--- src/rtl/mips_fetch_pkg.sv ---
// mips_fetch_pkg: shared fetch-stage types (FSM states, next-PC select codes) and PC width
package mips_fetch_pkg;
  localparam int PC_W = 32;
  typedef enum logic [1:0] {BOOT, RUN, STALL, HALT} state_e;
  typedef enum logic [1:0] {SEQ, BR, J, JR} sel_e;
endpackage

--- src/rtl/pc_fetch_unit_if.sv ---
// pc_fetch_unit_if: fetch bus (redirect/stall in; address, memread, pc_plus1, fetch_valid, halted out; counters with FETCH_PERF_CNT_EN)
interface pc_fetch_unit_if;
  import mips_fetch_pkg::*;
  logic stall, branch_taken, jump, jump_reg, memread, fetch_valid, halted;
  logic [15:0] branch_offset;
  logic [25:0] jump_target;
  logic [PC_W-1:0] reg_target, address, pc_plus1;
`ifdef FETCH_PERF_CNT_EN
  logic [PC_W-1:0] fetch_count, redirect_count;
`endif
  modport master (
    output stall, branch_taken, branch_offset, jump, jump_target, jump_reg, reg_target,
    input address, memread, pc_plus1, fetch_valid, halted
`ifdef FETCH_PERF_CNT_EN
    , input fetch_count, redirect_count
`endif
  );
  modport slave (
    input stall, branch_taken, branch_offset, jump, jump_target, jump_reg, reg_target,
    output address, memread, pc_plus1, fetch_valid, halted
`ifdef FETCH_PERF_CNT_EN
    , output fetch_count, redirect_count
`endif
  );
endinterface

--- src/rtl/next_pc_mux.sv ---
// next_pc_mux: priority next-PC select (jr > j > branch > seq) with adders; ports pc_i, redirect inputs, pc_plus1_o, next_pc_o, out_of_range_o
module next_pc_mux
  import mips_fetch_pkg::*;
#(
  parameter int unsigned MEM_DEPTH = 256
) (
  input  logic [PC_W-1:0] pc_i,
  input  logic            jump_reg_i,
  input  logic            jump_i,
  input  logic            branch_i,
  input  logic [15:0]     branch_offset_i,
  input  logic [25:0]     jump_target_i,
  input  logic [PC_W-1:0] reg_target_i,
  output logic [PC_W-1:0] pc_plus1_o,
  output logic [PC_W-1:0] next_pc_o,
  output logic            out_of_range_o
);
  sel_e sel;
  always_comb begin
    pc_plus1_o = pc_i + PC_W'(1);
    sel = jump_reg_i ? JR : jump_i ? J : branch_i ? BR : SEQ;
    next_pc_o = sel == JR ? reg_target_i :
                sel == J  ? {pc_plus1_o[31:26], jump_target_i} :
                sel == BR ? pc_plus1_o + {{16{branch_offset_i[15]}}, branch_offset_i} :
                            pc_plus1_o;
    out_of_range_o = next_pc_o >= PC_W'(MEM_DEPTH);
  end
endmodule

--- src/rtl/pc_fetch_unit.sv ---
// pc_fetch_unit: word-address PC/next-PC stage with BOOT/RUN/STALL/HALT FSM; ports clk, rst, bus (pc_fetch_unit_if.slave); FETCH_PERF_CNT_EN adds fetch_count/redirect_count
module pc_fetch_unit
  import mips_fetch_pkg::*;
#(
  parameter int unsigned     MEM_DEPTH = 256,
  parameter logic [PC_W-1:0] RESET_PC  = '0
) (
  input logic            clk,
  input logic            rst,
  pc_fetch_unit_if.slave bus
);
  state_e state_q, state_d;
  logic [PC_W-1:0] pc_q, pc_d, next_pc, pc_plus1;
  logic memread_q, fetch_valid_q, halted_q, oor, run;
  assign run = state_q == RUN;
  // redirects only count in RUN, so STALL exit falls through to the sequential path
  next_pc_mux #(.MEM_DEPTH(MEM_DEPTH)) u_next_pc_mux (
    .pc_i           (pc_q),
    .jump_reg_i     (run & bus.jump_reg),
    .jump_i         (run & bus.jump),
    .branch_i       (run & bus.branch_taken),
    .branch_offset_i(bus.branch_offset),
    .jump_target_i  (bus.jump_target),
    .reg_target_i   (bus.reg_target),
    .pc_plus1_o     (pc_plus1),
    .next_pc_o      (next_pc),
    .out_of_range_o (oor)
  );
  always_comb begin
    state_d = state_q == BOOT ? RUN : state_q == HALT ? HALT : bus.stall ? STALL : oor ? HALT : RUN;
    pc_d = (state_q != BOOT && state_d == RUN) ? next_pc : pc_q;
  end
  always_ff @(posedge clk) begin
    if (rst) begin
      state_q       <= BOOT;
      pc_q          <= RESET_PC;
      memread_q     <= 1'b0;
      fetch_valid_q <= 1'b0;
      halted_q      <= 1'b0;
    end else begin
      state_q       <= state_d;
      pc_q          <= pc_d;
      memread_q     <= state_d == RUN || state_d == STALL;
      fetch_valid_q <= state_d == RUN;
      halted_q      <= state_d == HALT;
    end
  end
  assign bus.address     = pc_q;
  assign bus.pc_plus1    = pc_plus1;
  assign bus.memread     = memread_q;
  assign bus.fetch_valid = fetch_valid_q;
  assign bus.halted      = halted_q;
`ifdef FETCH_PERF_CNT_EN
  logic [PC_W-1:0] fetch_cnt_q, redirect_cnt_q;
  logic redirect;
  assign redirect = run & ~bus.stall & (bus.jump_reg | bus.jump | bus.branch_taken);
  always_ff @(posedge clk) begin
    if (rst) begin
      fetch_cnt_q    <= '0;
      redirect_cnt_q <= '0;
    end else begin
      if (run && ~&fetch_cnt_q) fetch_cnt_q <= fetch_cnt_q + PC_W'(1);
      if (redirect && ~&redirect_cnt_q) redirect_cnt_q <= redirect_cnt_q + PC_W'(1);
    end
  end
  assign bus.fetch_count    = fetch_cnt_q;
  assign bus.redirect_count = redirect_cnt_q;
`endif
endmodule

--- src/flat_wrapper.sv ---
// flat-port wrapper written by rule: the top's interface ports become plain ports
module pc_fetch_unit_flat import mips_fetch_pkg::*;
#(
  parameter int unsigned     MEM_DEPTH = 256,
  parameter logic [PC_W-1:0] RESET_PC  = '0
)
  (clk, rst, bus_stall, bus_branch_taken, bus_branch_offset, bus_jump, bus_jump_target, bus_jump_reg, bus_reg_target, bus_address, bus_memread, bus_pc_plus1, bus_fetch_valid, bus_halted);
  pc_fetch_unit_if bus_i ();
  input logic clk;
  input logic rst;
  input wire logic [$bits(bus_i.stall)-1:0] bus_stall;
  input wire logic [$bits(bus_i.branch_taken)-1:0] bus_branch_taken;
  input wire logic [$bits(bus_i.branch_offset)-1:0] bus_branch_offset;
  input wire logic [$bits(bus_i.jump)-1:0] bus_jump;
  input wire logic [$bits(bus_i.jump_target)-1:0] bus_jump_target;
  input wire logic [$bits(bus_i.jump_reg)-1:0] bus_jump_reg;
  input wire logic [$bits(bus_i.reg_target)-1:0] bus_reg_target;
  output wire logic [$bits(bus_i.address)-1:0] bus_address;
  output wire logic [$bits(bus_i.memread)-1:0] bus_memread;
  output wire logic [$bits(bus_i.pc_plus1)-1:0] bus_pc_plus1;
  output wire logic [$bits(bus_i.fetch_valid)-1:0] bus_fetch_valid;
  output wire logic [$bits(bus_i.halted)-1:0] bus_halted;
  assign bus_i.stall = bus_stall;
  assign bus_i.branch_taken = bus_branch_taken;
  assign bus_i.branch_offset = bus_branch_offset;
  assign bus_i.jump = bus_jump;
  assign bus_i.jump_target = bus_jump_target;
  assign bus_i.jump_reg = bus_jump_reg;
  assign bus_i.reg_target = bus_reg_target;
  assign bus_address = bus_i.address;
  assign bus_memread = bus_i.memread;
  assign bus_pc_plus1 = bus_i.pc_plus1;
  assign bus_fetch_valid = bus_i.fetch_valid;
  assign bus_halted = bus_i.halted;
  pc_fetch_unit #(.MEM_DEPTH(MEM_DEPTH), .RESET_PC(RESET_PC)) u_core (.clk(clk), .rst(rst), .bus(bus_i));
endmodule
--- config.mk ---
export PLATFORM = sky130hd
export DESIGN_NAME = pc_fetch_unit_flat
export DESIGN_NICKNAME = d
export VERILOG_FILES = /design/src/rtl/mips_fetch_pkg.sv /design/src/rtl/pc_fetch_unit_if.sv /design/src/rtl/next_pc_mux.sv /design/src/rtl/pc_fetch_unit.sv /design/src/flat_wrapper.sv
export SDC_FILE = /design/constraint.sdc
export NUM_CORES = 1
export LEC_CHECK = 0
export ABC_AREA = 0
export CORE_MARGIN = 4
export CORE_UTILIZATION = 54
export CTS_CLUSTER_DIAMETER = 80
export DETAILED_ROUTE_END_ITERATION = 8
export PLACE_DENSITY = 0.92
export SKIP_LAST_GASP = 1
export SYNTH_ARGS = -nofsm -noshare
export SYNTH_HDL_FRONTEND = slang
export SYNTH_SLANG_ARGS = --single-unit
--- constraint.sdc ---
create_clock -name clk -period 10.8 [get_ports clk]
set_clock_uncertainty 0.2 [all_clocks]
set_input_delay 2.16 -clock clk [delete_from_list [all_inputs] [get_ports clk]]
set_output_delay 2.16 -clock clk [all_outputs]
set_load 0.1 [all_outputs]
======== Yosys cells after proc, flatten, opt, wreduce, memory -nomap -nowiden ========
Index checks and enable logic that the tools add are counted.
cells by class
  muxes and demuxes ....................... 10
  equal/unequal tests ..................... 8
  add/sub/neg operators ................... 2
  $lt $le $gt $ge ......................... 1
  reductions and logical operators ........ 4
  bitwise gates (word level) .............. 3
operator list
  kind                     number
  $mux W32                 3
  $add A32 B1 Y32 const B  1
  $add A32 B32 Y32         1
  $ge A32 B9 Y1 const B    1
  $mux W2                  6
  $eq A2 B2 Y1 const B     5
  $eq A2 B1 Y1 const B     3
  $and A1 B1 Y1            3
  $logic_not A2 Y1         1
  $reduce_bool A2 Y1       1
  $logic_and A1 B1 Y1      1
  $logic_or A1 B1 Y1       1
  $mux W1                  1
word-level totals
  word-level logic and storage cells ...... 33
  output and inout port bits .............. 67
  register bits after elaboration ......... 37
  input bits .............................. 80

======== Logic depth before layout (Yosys ltp) ========
Gate-level depths: netlist of the first run.
  word-level depth ........................ 16
  depth in mapped cells ................... 24
  mapped depth without buffers ............ 21

======== By module ========
A second synthesis of the first run with hierarchy kept.
unflattened totals
  cell total of the unflattened synthesis .. 658
  area, all modules ....................... 4948.5 µm²
modules (own cells, without submodules)
  module         sequential area each (µm²)  area an instance (µm²)  times used  cells each
  next_pc_mux    0.0                         3281.9                  1           496
  pc_fetch_unit  740.7                       1666.6                  1           162

======== Worst setup path before layout of the first run ========
Ideal clock, no wire load.
  path type ............................... register to register
  start ................................... register u_core.pc_q[0], in the netlist u_core.bus.address[0]
  end ..................................... register u_core.pc_q[27], in the netlist u_core.bus.address[27]
  setup slack ............................. 2.876 ns
  arrival time ............................ 7.596 ns
  setup time .............................. 0.128 ns
  clock period less this slack ............ 7.924 ns
  required time ........................... 10.472 ns
  cell stages (with the launch flop) ...... 24
  buffers on the path ..................... 3
  cell sequence ........................... dfxtp_1 > ha_1 > nand4_1 > nor3_1 > nand2_1 > xnor2_1 > ha_1 > clkbuf_1 > and4_1 > nand2_1 > a2bb2oi_1 > and2_1 > o311a_1 > nand4bb_1 > or4_4 > nor4_4 > a31o_1 > ha_1 > nor2b_1 > clkbuf_1 > clkbuf_1 > o2111ai_1 > o21ai_0 > nor2_1
between the ends
  longest elaborated chain between the ends .. 12
ends and longest elaborated chain
  element                 RTL line             RTL
  from (decl)             pc_fetch_unit.sv:13  logic [PC_W-1:0] pc_q, pc_d, next_pc, pc_plus1;
  from (signal assigned)  pc_fetch_unit.sv:42  pc_q <= pc_d;
  $add A32 B1 Y32 *       next_pc_mux.sv:20    pc_plus1_o = pc_i + PC_W'(1);
  net bus_pc_plus1[18]    flat_wrapper.sv:20   output wire logic [$bits(bus_i.pc_plus1)-1:0] bus_pc_plus1;
  $add A32 B32 Y32        next_pc_mux.sv:24    sel == BR ? pc_plus1_o + {{16{branch_offset_i[15]}}, branch_offset_i} :
  $mux W32 *              next_pc_mux.sv:24
  $mux W32 *              next_pc_mux.sv:23    sel == J ? {pc_plus1_o[31:26], jump_target_i} :
  $mux W32 *              next_pc_mux.sv:22    next_pc_o = sel == JR ? reg_target_i :
  $ge A32 B9 Y1           next_pc_mux.sv:26    out_of_range_o = next_pc_o >= PC_W'(MEM_DEPTH);
  $mux W2 (4 in series)   pc_fetch_unit.sv:30  state_d = state_q == BOOT ? RUN : state_q == HALT ? HALT : bus.stall ? STALL : oor ? HALT : RUN;
  $eq A2 B1 Y1            pc_fetch_unit.sv:31  pc_d = (state_q != BOOT && state_d == RUN) ? next_pc : pc_q;
  $logic_and A1 B1 Y1     pc_fetch_unit.sv:31
Mark *: on every way through the listed nets, which the timed path passes. The rest lies on a longest branch.
A chain may end at the register's enable or synchronous reset.

======== Final worst setup path of the first run ========
  start ................................... input bus_branch_offset[15]
  end ..................................... register u_core.pc_q[5], in the netlist u_core.bus.address[5]
between the ends
  longest elaborated chain between the ends .. 11
ends and longest elaborated chain
  element                RTL line             RTL
  from (decl)            flat_wrapper.sv:13   input wire logic [$bits(bus_i.branch_offset)-1:0] bus_branch_offset;
  $add A32 B32 Y32       next_pc_mux.sv:24
  $mux W32               next_pc_mux.sv:24
  $mux W32               next_pc_mux.sv:23
  $mux W32               next_pc_mux.sv:22
  $ge A32 B9 Y1          next_pc_mux.sv:26
  $mux W2 (4 in series)  pc_fetch_unit.sv:30
  $eq A2 B1 Y1           pc_fetch_unit.sv:31
  $logic_and A1 B1 Y1    pc_fetch_unit.sv:31
Every way passes these cells.

==> results of run 1 <==
-- state kept, by name (all words and copies together), names as in the netlist --
register / flops
u_core.bus.address: 32
u_core.bus.fetch_valid: 1
u_core.bus.halted: 1
u_core.bus.memread: 1
u_core.state_q: 2
-- worst min path at each step --
stage | start | to | slack (ns) | cells after the start
floorplan | u_core.state_q[0] | u_core.state_q[1] | 0.45 | 2
global placement | u_core.bus.address[20] | u_core.bus.address[20] | 0.30 | 2
detailed placement | u_core.bus.address[20] | u_core.bus.address[20] | 0.30 | 2
CTS | u_core.bus.address[20] | u_core.bus.address[20] | 0.31 | 2
global route | u_core.bus.address[30] | u_core.bus.address[30] | 0.34 | 2
finish | u_core.bus.address[20] | u_core.bus.address[20] | 0.31 | 2
-- worst max-delay path, cell delays in order --
cell             delay [ns]
clkdlybuf4s50_1        0.86
ha_1                   0.72
and4_1                 0.30
o2111ai_1              0.33
a2111oi_0              0.76
nor4_1                 0.13
nor3_1                 0.50
xnor2_1                0.12
mux2i_1                0.32
a31o_1                 0.21
ha_1                   0.18
nor2b_2                0.63
buf_4                  0.37
nor2_1                 0.06
a311oi_1               0.28
-- Yosys cell counts (13+ instances only) --
library cell and instances:
ha_1 37, xnor2_1 29, nand4_1 21, nor2_1 83, a21o_1 14, a31oi_1 13, and3_1 14, nor3_1 24
a21oi_1 64, a211oi_1 21, o21ai_0 33, nand2_1 88, inv_1 22, o211ai_1 13, clkbuf_1 40, dfxtp_1 37
nand3_1 28
-- area by class of cell --
class	instances	area, um2
timing repair buffer	154	1521
multi-input combinational	645	4145
inverter	22	82.58
clock inverter	1	7.507
tap	129	161.4
fill	761	2499
sequential	37	740.7
clock buffer	6	82.58
-- placed cells by master, fill, tap and decap left out, drive strengths merged, types with 8 or more instances in the layout --
master,netlist,final
nand3,28,28
nand4,22,22
ha,37,37
xor2,10,10
o21ai,33,33
a21o,14,14
clkdlybuf4s50,0,146
xnor2,29,29
dfxtp,37,37
a221oi,9,9
a211oi,21,21
inv,22,22
a21oi,64,64
a31oi,13,13
buf,8,8
a311oi,9,9
nor4,10,10
mux2i,8,8
o211ai,13,13
nand2,88,88
nor2,83,83
o22ai,10,10
nor3,24,24
and3,14,14
nor2b,10,10
-- power by group --
part           leakage, nW  switching, mW  internal [mW]
Clock               0.0433         0.0487         0.0505
Combinational         2.22          0.356          0.157
Sequential           0.303         0.0234          0.149
Total                 2.57          0.428          0.357
-- metrics by stage --
stage | hold WS (ns) | worst slack, ns
global placement | 0.3039 | 3.089
global route | 0.3444 | 2.633
floorplan | 0.4474 | 2.876
finish | 0.3141 | 2.835
detailed placement | 0.2997 | 2.882
CTS | 0.3095 | 3.128
-- logic make-up after synthesis --
group           synth area share
buf+inv                  0.05180
compound gates            0.3215
fa+ha+maj                0.09387
xor+xnor                 0.06639
simple gates              0.3047
flops                     0.1440
mux                      0.01775
-- per-layer routing --
metal  vias up  global-route usage  wire length, um
met2       508              0.5847             9411
met1      3138              0.5241             8889
li1       3051                   -                -
met3        56             0.04287             2362
met4         0             0.08788              600
met5         -                   0                0
==> reports/results.tsv, run 1 <==
stage	metric	value	unit
drt	vias	6753	
critical_path	setup.worst_path.start_class	input pin	
synth	yosys_most_used_dff	dfxtp_1	
die	io_pins	147	
cells_and_area	fin_util	0.7296	
drt	detail_route.first_pass.iterations	6	
drt	vias_per_cell	6.794	
cells_and_area	final_cell_area	6741	um2
clocking	cts_tree	yes	
die	rows	35	
place	gp_congestion	1.007	
drt	drt.antenna.violating_nets	0	
critical_path	r2r_end	u_core.bus.address[5]	
drt	drt_wl_total	21260	um
place	dp_cells	987	
clocking	path_clk_slew	0.08	ns
critical_path	cp-startpoint	bus_branch_offset[15]	
sta	timing.fmax	0.1255	GHz
place	port_buffers	146	
synth	synth_edf_count	0	
clocking	clock_path_buffers	2	
synth	synth_cell_types	70	
clocking	postCtsSetupBuffers	0	
die	die-area	11150	um2
synth	synth_seq_area_share	0.1440	
sta	fin_crit	7.965	ns
die	die_y	105.6	um
critical_path	r2r_slack	3.26	ns
clocking	cts_max_level	2	
worst_hold_path	hp-class	reg -> reg	
clocking	post_cts_resize_count	0	
die	die_width	105.6	um
critical_path	worstReg2RegStart	u_core.bus.address[0]	
power_and_ir_drop	vdd_drop_max	0.1147	mV
clocking	numCtsBuffers	5	
cells_and_area	num_antenna_cells	0	
clocking	cts_hold_buf	0	
clocking	worstSkewPairLatency	0.28	ns
synth	synth.area.top_cells	dfxtp_1, ha_1, nand2_1	
cells_and_area	stdcell_count	994	
synth	syn_nets	870	
cells_and_area	layout.nets	983	
sta	final-setup-viol-count	0	
critical_path	ff2ff_path_depth	20	
power_and_ir_drop	total_power	0.7851	mW
sta	fin_crit_sh	0.7375	
global_route	grt_max_degree	38	
sta	hold_viol_final	0	
sta	tightest_slew	1.078	ns
die	fp.coreArea	9240	um2
synth	synth_area_leader_cell	dfxtp_1	
critical_path	endpoint	u_core.bus.address[5]	
drt	first_iter_violations	645	
status	status	complete, no violations	
synth	yosys_warnings	0	
die	initial_core_util	0.5568	
cells_and_area	drive_gt1_frac	0.03699	
clocking	root_buffer	clkbuf_8	
sta	tns	0	ns
drt	drc_errors	0	
sta	slew_viol_final	0	
place	dpl.hpwl	16740	um
synth	synth_area	5145	um2
global_route	grt_antenna_before_repair	0	
global_route	grt_pass1_wl	33060	um
critical_path	arrival	7.95	ns
sta	rsz0062_at_grt	false	
critical_path	worstPathRequired	10.78	ns
drt	wl_per_cell	21.39	um
global_route	track_usage	0.3657	
global_route	grt_pass1_vias	6257	
critical_path	end_kind	flip-flop	
global_route	grt-ovfl-total	0	
synth	synth_top_area_share	0.1440	
critical_path	cp_max_fo	21	
sta	slew_headroom	0.2760	
cells_and_area	synthToLayoutAreaGrowth	31.03	%
place	placed_area	6651	um2
synth	synth-seq-cells	37	
critical_path	path_class	in -> reg	
synth	netlist_instances	752	
power_and_ir_drop	power.leakage	2.567	nW
clocking	cts_sinks	37	
synth	async_flop_share	0	
synth	synth_area_per_cell	6.842	um2
power_and_ir_drop	power_per_cell_area	116.5	nW/um2
run	max-cap-violations	0	
Note: power is estimated with default switching activity, not from simulation.
==> inputs of run 2 (changes only) <==
Settings changed: CORE_UTILIZATION 54 to 45, PLACE_DENSITY 0.92 to 0.82.
Clock period 10.8 ns to 7 ns, I/O delays scaled along.
==> reports/results.tsv, run 2 (synthesis results as in run 1) <==
stage	metric	value	unit	change
clocking	clock_path_buffers	2		unchanged
cells_and_area	largest_reg_flops	32		unchanged
die	die_y	114.9	um	+8.8%
clocking	cts_sinks	37		unchanged
sta	tightest_slew	1.024	ns	-0.05352 ns
die	die_width	114.9	um	+8.8%
power_and_ir_drop	vdd_drop_max	0.1752	mV	+53%
clocking	cts_tree	yes		
cells_and_area	ff_latch_area	740.7	um2	unchanged
clocking	cts_hold_buf	0		unchanged
clocking	path_clk_slew	0.06	ns	-0.02 ns
drt	drt.antenna.violating_nets	0		unchanged
cells_and_area	num_antenna_cells	0		unchanged
cells_and_area	layout_commonest_cell	clkdlybuf4s50_1		
die	initial_core_util	0.4664		-0.09038
drt	drc_errors	0		unchanged
cells_and_area	multi_input_area	4355	um2	+5.1%
status	status	complete, no violations		
global_route	met2_usage	0.5189		-0.06580
worst_hold_path	worstHoldPathCells	2		unchanged
global_route	top_usage_layer	met2		
die	rows	38		+8.6%
clocking	cts_max_level	2		unchanged
die	io_pins	147		unchanged
die	die-area	13210	um2	+18%
clocking	postCtsSetupBuffers	0		unchanged
drt	drt_wl_total	21980	um	+3.4%
clocking	root_buffer	clkbuf_16		
drt	detail_route.first_pass.iterations	6		unchanged
power_and_ir_drop	power.leakage	2.850	nW	+11%
place	pre_cts_ws	0.4767	ns	-2.405 ns
critical_path	path_class	in -> reg		
global_route	grtUsageMet1	0.4643		-0.05987
global_route	track_usage	0.3245		-0.04121
sta	tns	0	ns	unchanged
global_route	grt_pass1_vias	6306		+0.78%
clocking	worstSkewPairLatency	0.28	ns	about the same
global_route	met3_usage	0.04211		-0.0007606
place	port_buffers	146		unchanged
cells_and_area	layout.nets	998		+1.5%
power_and_ir_drop	total_power	1.373	mW	+75%
place	gp_congestion	0.9868		-2.0%
critical_path	setup.worst_path.start_class	input pin		
drt	wl_per_cell	21.53	um	+0.63%
global_route	grt_pass1_wl	34170	um	+3.4%
critical_path	ff2ff_path_depth	19		-5.0%
sta	slew_headroom	0.3150		+0.03907
worst_hold_path	hp-class	reg -> reg		
cells_and_area	drive_gt1_frac	0.07946		+0.04246
sta	setup_ws	0.5961	ns	-2.239 ns
critical_path	arrival	6.36	ns	-1.59 ns
sta	timing.fmax	0.1562	GHz	
sta	slew_viol_final	0		unchanged
sta	final-setup-viol-count	0		unchanged
drt	vias_per_cell	6.550		-3.6%
cells_and_area	synthToLayoutAreaGrowth	39.59	%	
worst_hold_path	min_to	u_core.bus.address[31]		
critical_path	worstReg2RegStart	u_core.bus.address[0]		
worst_hold_path	worstHoldStart	u_core.bus.address[31]		
run	max-cap-violations	0		unchanged
cells_and_area	fillCellCount	996		+31%
die	fp.coreArea	11030	um2	+19%
sta	hold_viol_final	0		unchanged
global_route	grt_max_degree	38		unchanged
critical_path	r2r_end	u_core.bus.address[11]		
critical_path	cp_max_fo	18		-14%
power_and_ir_drop	power_per_cell_area	191.2	nW/um2	+64%
clocking	numCtsBuffers	5		unchanged
sta	rsz0062_at_grt	false		
global_route	grt_antenna_before_repair	0		unchanged
place	dpl.hpwl	17560	um	+4.9%
drt	first_iter_violations	838		+30%
global_route	grt-ovfl-total	0		unchanged
sta	fin_crit	6.404	ns	
clocking	post_cts_resize_count	0		unchanged
critical_path	worstPathRequired	6.95	ns	-3.83 ns
drt	vias	6688		-0.96%
cells_and_area	final_cell_mix	clkdlybuf4s50_1, nand2_1, nor2_1		
critical_path	end_kind	flip-flop		
sta	fin_crit_sh	0.9148		
critical_path	r2r_slack	0.60	ns	-2.66 ns
-- run 2: cell types whose count changed in the layout (fill, tap and decap cells not counted) --
cell / previous run / this run
xor2_2: 0 / 4
inv_6: 0 / 1
buf_4: 8 / 23
clkinvlp_4: 1 / 0
xnor2_4: 0 / 4
bufinv_16: 0 / 2
xor2_1: 10 / 6
clkbuf_16: 0 / 5
xnor2_2: 0 / 14
xnor2_1: 29 / 11
clkbuf_8: 6 / 0
-- run 2: how the worst max path moves through the flow --
stage                          start  slack (ns)                endpoint
2_1_floorplan  u_core.bus.address[0]        0.02  u_core.bus.address[27]
3_3_place_gp    bus_branch_offset[5]        0.53  u_core.bus.address[11]
3_5_place_dp    bus_branch_offset[0]        0.48  u_core.bus.address[11]
4_1_cts         bus_branch_offset[0]        0.70  u_core.bus.address[11]
5_1_grt        u_core.bus.address[0]        0.12   u_core.bus.address[7]
6_report        bus_branch_offset[6]        0.60  u_core.bus.address[11]
-- run 2: layout make-up --
type                            instances  area share
Clock buffer                            5     0.01742
Clock inverter                          3    0.009582
Inverter                               22     0.01150
Multi-Input combinational cell        645      0.6064
Sequential cell                        37      0.1031
Tap cell                              140     0.02439
Timing Repair Buffer                  169      0.2275
-- run 2: stage by stage --
step                      hold slack (ns)  cell area (um2)  utilization  cells
after floorplan                    0.4474             5355            -    752
after global placement             0.3087             6988       0.6335   1013
after detailed placement           0.3099             6988       0.6335   1013
after CTS                          0.3175             7182       0.6511   1021
after global routing               0.3650             7182       0.6511   1021
final                              0.3316             7182       0.6511   1021
-- run 2: routing by layer --
layer / vias up / share of wire
met2: 435 / 0.45
met1: 3123 / 0.43
met4: 0 / 0.021
met3: 54 / 0.11
li1: 3076 / -
met5: - / 0
-- run 2: report_power, final --
part           internal, mW  switching (mW)
Sequential            0.230          0.0439
Clock                 0.205          0.0874
Combinational         0.256           0.550
Total                 0.692           0.682
-- run 2: critical path, stage by stage --
cell,delay (ns)
clkdlybuf4s50_1,0.41
ha_1,0.43
nand2_1,0.13
o21ai_0,0.50
o21ai_0,0.29
a2111oi_0,0.70
a211oi_1,0.19
a2111o_1,0.38
or4_4,0.45
nor4_4,0.28
a31o_1,0.20
ha_1,0.17
o21ai_1,0.09
buf_4,0.22
a211oi_1,0.43
nor3_1,0.08
==> inputs of run 3 (changes only) <==
Settings changed: GPL_TIMING_DRIVEN from default to 0, SKIP_LAST_GASP 1 to default.
==> reports/results.tsv, run 3 (synthesis results as in run 1) <==
stage	metric	value	unit	change
critical_path	cp-startpoint	u_core.bus.address[0]		
power_and_ir_drop	vdd_drop_max	0.2048	mV	+17%
clocking	clock_path_buffers	2		unchanged
cells_and_area	drive_gt1_frac	0.06077		-0.01868
clocking	path_clk_slew	0.06	ns	about the same
global_route	grt_pass1_vias	6193		-1.8%
sta	final-setup-viol-count	0		unchanged
die	io_pins	147		unchanged
clocking	cts_max_level	2		unchanged
clocking	numCtsBuffers	5		unchanged
global_route	grt-ovfl-total	0		unchanged
critical_path	end_kind	flip-flop		
global_route	grt_pass1_wl	32720	um	-4.2%
place	gp_congestion	1.019		+3.3%
status	status	complete, no violations		
cells_and_area	final_cell_area	7192	um2	+0.14%
sta	timing.fmax	0.1496	GHz	-4.2%
sta	slew_viol_final	0		unchanged
critical_path	crit_chain	ha_1 -> nand4_1 -> nor4_1 -> xor2_2 -> ha_1 -> clkbuf_1 -> a21oi_1 -> o21ai_1 -> a2bb2oi_1 -> a211oi_1 -> a211o_1 -> a31oi_1 -> o2111ai_1 -> nor4_1 -> a31o_1 -> ha_1 -> o21ai_0 -> clkbuf_2 -> a211oi_1 -> nor3_1		
place	dpl.hpwl	16980	um	-3.3%
clocking	cts_tree	yes		
cells_and_area	num_antenna_cells	0		unchanged
die	die_y	114.9	um	unchanged
critical_path	critPathMaxStageDelay	0.62	ns	-0.08 ns
cells_and_area	synthToLayoutAreaGrowth	39.79	%	
critical_path	worstPathRequired	6.95	ns	about the same
place	placed_area	6982	um2	about the same
sta	hold_viol_final	0		unchanged
critical_path	slowest_stage	nor4_1		
worst_hold_path	hp-class	reg -> reg		
clocking	root_buffer	clkbuf_16		
sta	tns	0	ns	unchanged
die	die_width	114.9	um	unchanged
clocking	postCtsSetupBuffers	0		unchanged
die	rows	38		unchanged
critical_path	critPathTopFamily	compound AO/OA/AOI/OAI gates		
sta	slew_headroom	0.3365		+0.02146
drt	drc_errors	0		unchanged
sta	fin_crit	6.685	ns	+0.2811 ns
drt	vias	6706		+0.27%
die	die-area	13210	um2	unchanged
place	port_buffers	145		-0.68%
global_route	grt_max_degree	21		-45%
cells_and_area	layout.nets	1022		+2.4%
critical_path	path_class	reg -> reg		
drt	drt.antenna.violating_nets	0		unchanged
place	dp_cells	1037		+2.4%
critical_path	ff2ff_path_depth	20		+1
critical_path	r2r_end	u_core.bus.address[11]		
drt	detail_route.first_pass.iterations	6		unchanged
drt	vias_per_cell	6.417		-2.0%
cells_and_area	fin_util	0.6520		+0.0009070
critical_path	cp.depth	20		+4
drt	drt_wl_total	21330	um	-2.9%
global_route	grt_antenna_before_repair	0		unchanged
cells_and_area	final_cell_mix	clkdlybuf4s50_1, nand2_1, nor2_1		
sta	tightest_slew	0.9877	ns	-0.03657 ns
die	initial_core_util	0.4664		unchanged
cells_and_area	fillCellCount	984		-1.2%
clocking	cts_hold_buf	0		unchanged
die	fp.coreArea	11030	um2	unchanged
critical_path	worstReg2RegStart	u_core.bus.address[0]		
power_and_ir_drop	power_per_cell_area	185.0	nW/um2	-3.3%
cells_and_area	layout_commonest_cell	clkdlybuf4s50_1		
sta	fin_crit_sh	0.9550		+0.04015
critical_path	arrival	6.64	ns	+0.28 ns
critical_path	setup.worst_path.start_class	flip-flop		
run	max-cap-violations	0		unchanged
sta	hold_ws	0.3162	ns	-0.01547 ns
critical_path	crit_buf_inv	2		unchanged
global_route	track_usage	0.3083		-0.01619
power_and_ir_drop	power.leakage	2.836	nW	-0.48%
critical_path	endpoint	u_core.bus.address[11]		
critical_path	cp_max_fo	10		-8
cells_and_area	largest_reg_flops	32		unchanged
critical_path	r2r_slack	0.32	ns	-0.28 ns
drt	wl_per_cell	20.41	um	-5.2%
clocking	cts_sinks	37		unchanged
drt	first_iter_violations	732		-13%
clocking	worstSkewPairLatency	0.28	ns	about the same
critical_path	cp_common_cell	ha_1		
cells_and_area	stdcell_count	1045		+2.4%
run 3: cell count changes in the layout (fill, tap and decap cells not counted), moves of 2 or more:
| cell | delta |
|---|---|
| clkbuf_1 | +36 |
| clkdlybuf4s50_1 | -2 |
| buf_2 | +3 |
| buf_4 | -23 |
| clkbuf_2 | +4 |
| buf_1 | +5 |
run 3: worst min-delay path by stage:
stage                           start                endpoint  slack [ns]  depth (start not counted)
5_1_grt        u_core.bus.address[20]  u_core.bus.address[20]        0.35                          2
6_report       u_core.bus.address[20]  u_core.bus.address[20]        0.32                          2
4_1_cts        u_core.bus.address[20]  u_core.bus.address[20]        0.31                          2
3_5_place_dp   u_core.bus.address[20]  u_core.bus.address[20]        0.31                          2
2_1_floorplan       u_core.state_q[0]       u_core.state_q[1]        0.45                          2
3_3_place_gp   u_core.bus.address[20]  u_core.bus.address[20]        0.30                          2
run 3: what timing repair did:
| action | CTS | global route |
|---|---|---|
| setup endpoints to repair | 2 | 32 |
| endpoints found under the hold margin | 0 | 0 |
| resized for setup | 1 | 15 |
run 3: per-layer routing:
metal	GRT usage	part of all wire
met4	0.08451	0.029
met5	0	0
met3	0.06053	0.12
met2	0.4792	0.44
met1	0.4354	0.42
run 3: area by class of cell:
cell class | instances | area (um2) | area share
Multi-Input combinational cell | 645 | 4379 | 0.6089
Sequential cell | 37 | 740.7 | 0.1030
Clock buffer | 5 | 125.1 | 0.01740
Clock inverter | 3 | 46.29 | 0.006437
Buffer | 48 | 188.9 | 0.02627
Timing Repair Buffer | 145 | 1454 | 0.2022
Tap cell | 140 | 175.2 | 0.02436
Inverter | 22 | 82.58 | 0.01148
run 3: tightest hold or removal path: stages (launching register included):
cell and delay, ns:
dfxtp_1 0.35, nand2_1 0.07, a21oi_1 0.05
run 3: report_power, final:
group / switching [mW] / internal, mW / total (mW)
combinational: 0.555 / 0.250 / 0.805
clock: 0.0887 / 0.168 / 0.257
sequential: 0.0378 / 0.230 / 0.268
run 3: metrics by stage:
step	setup slack [ns]	power [mW]
3_5_place_dp	-0.1398	1.057
2_1_floorplan	0.01717	0.8358
5_1_grt	-0.09131	1.386
3_3_place_gp	-0.1192	1.053
4_1_cts	0.1228	1.315
6_report	0.3151	1.330
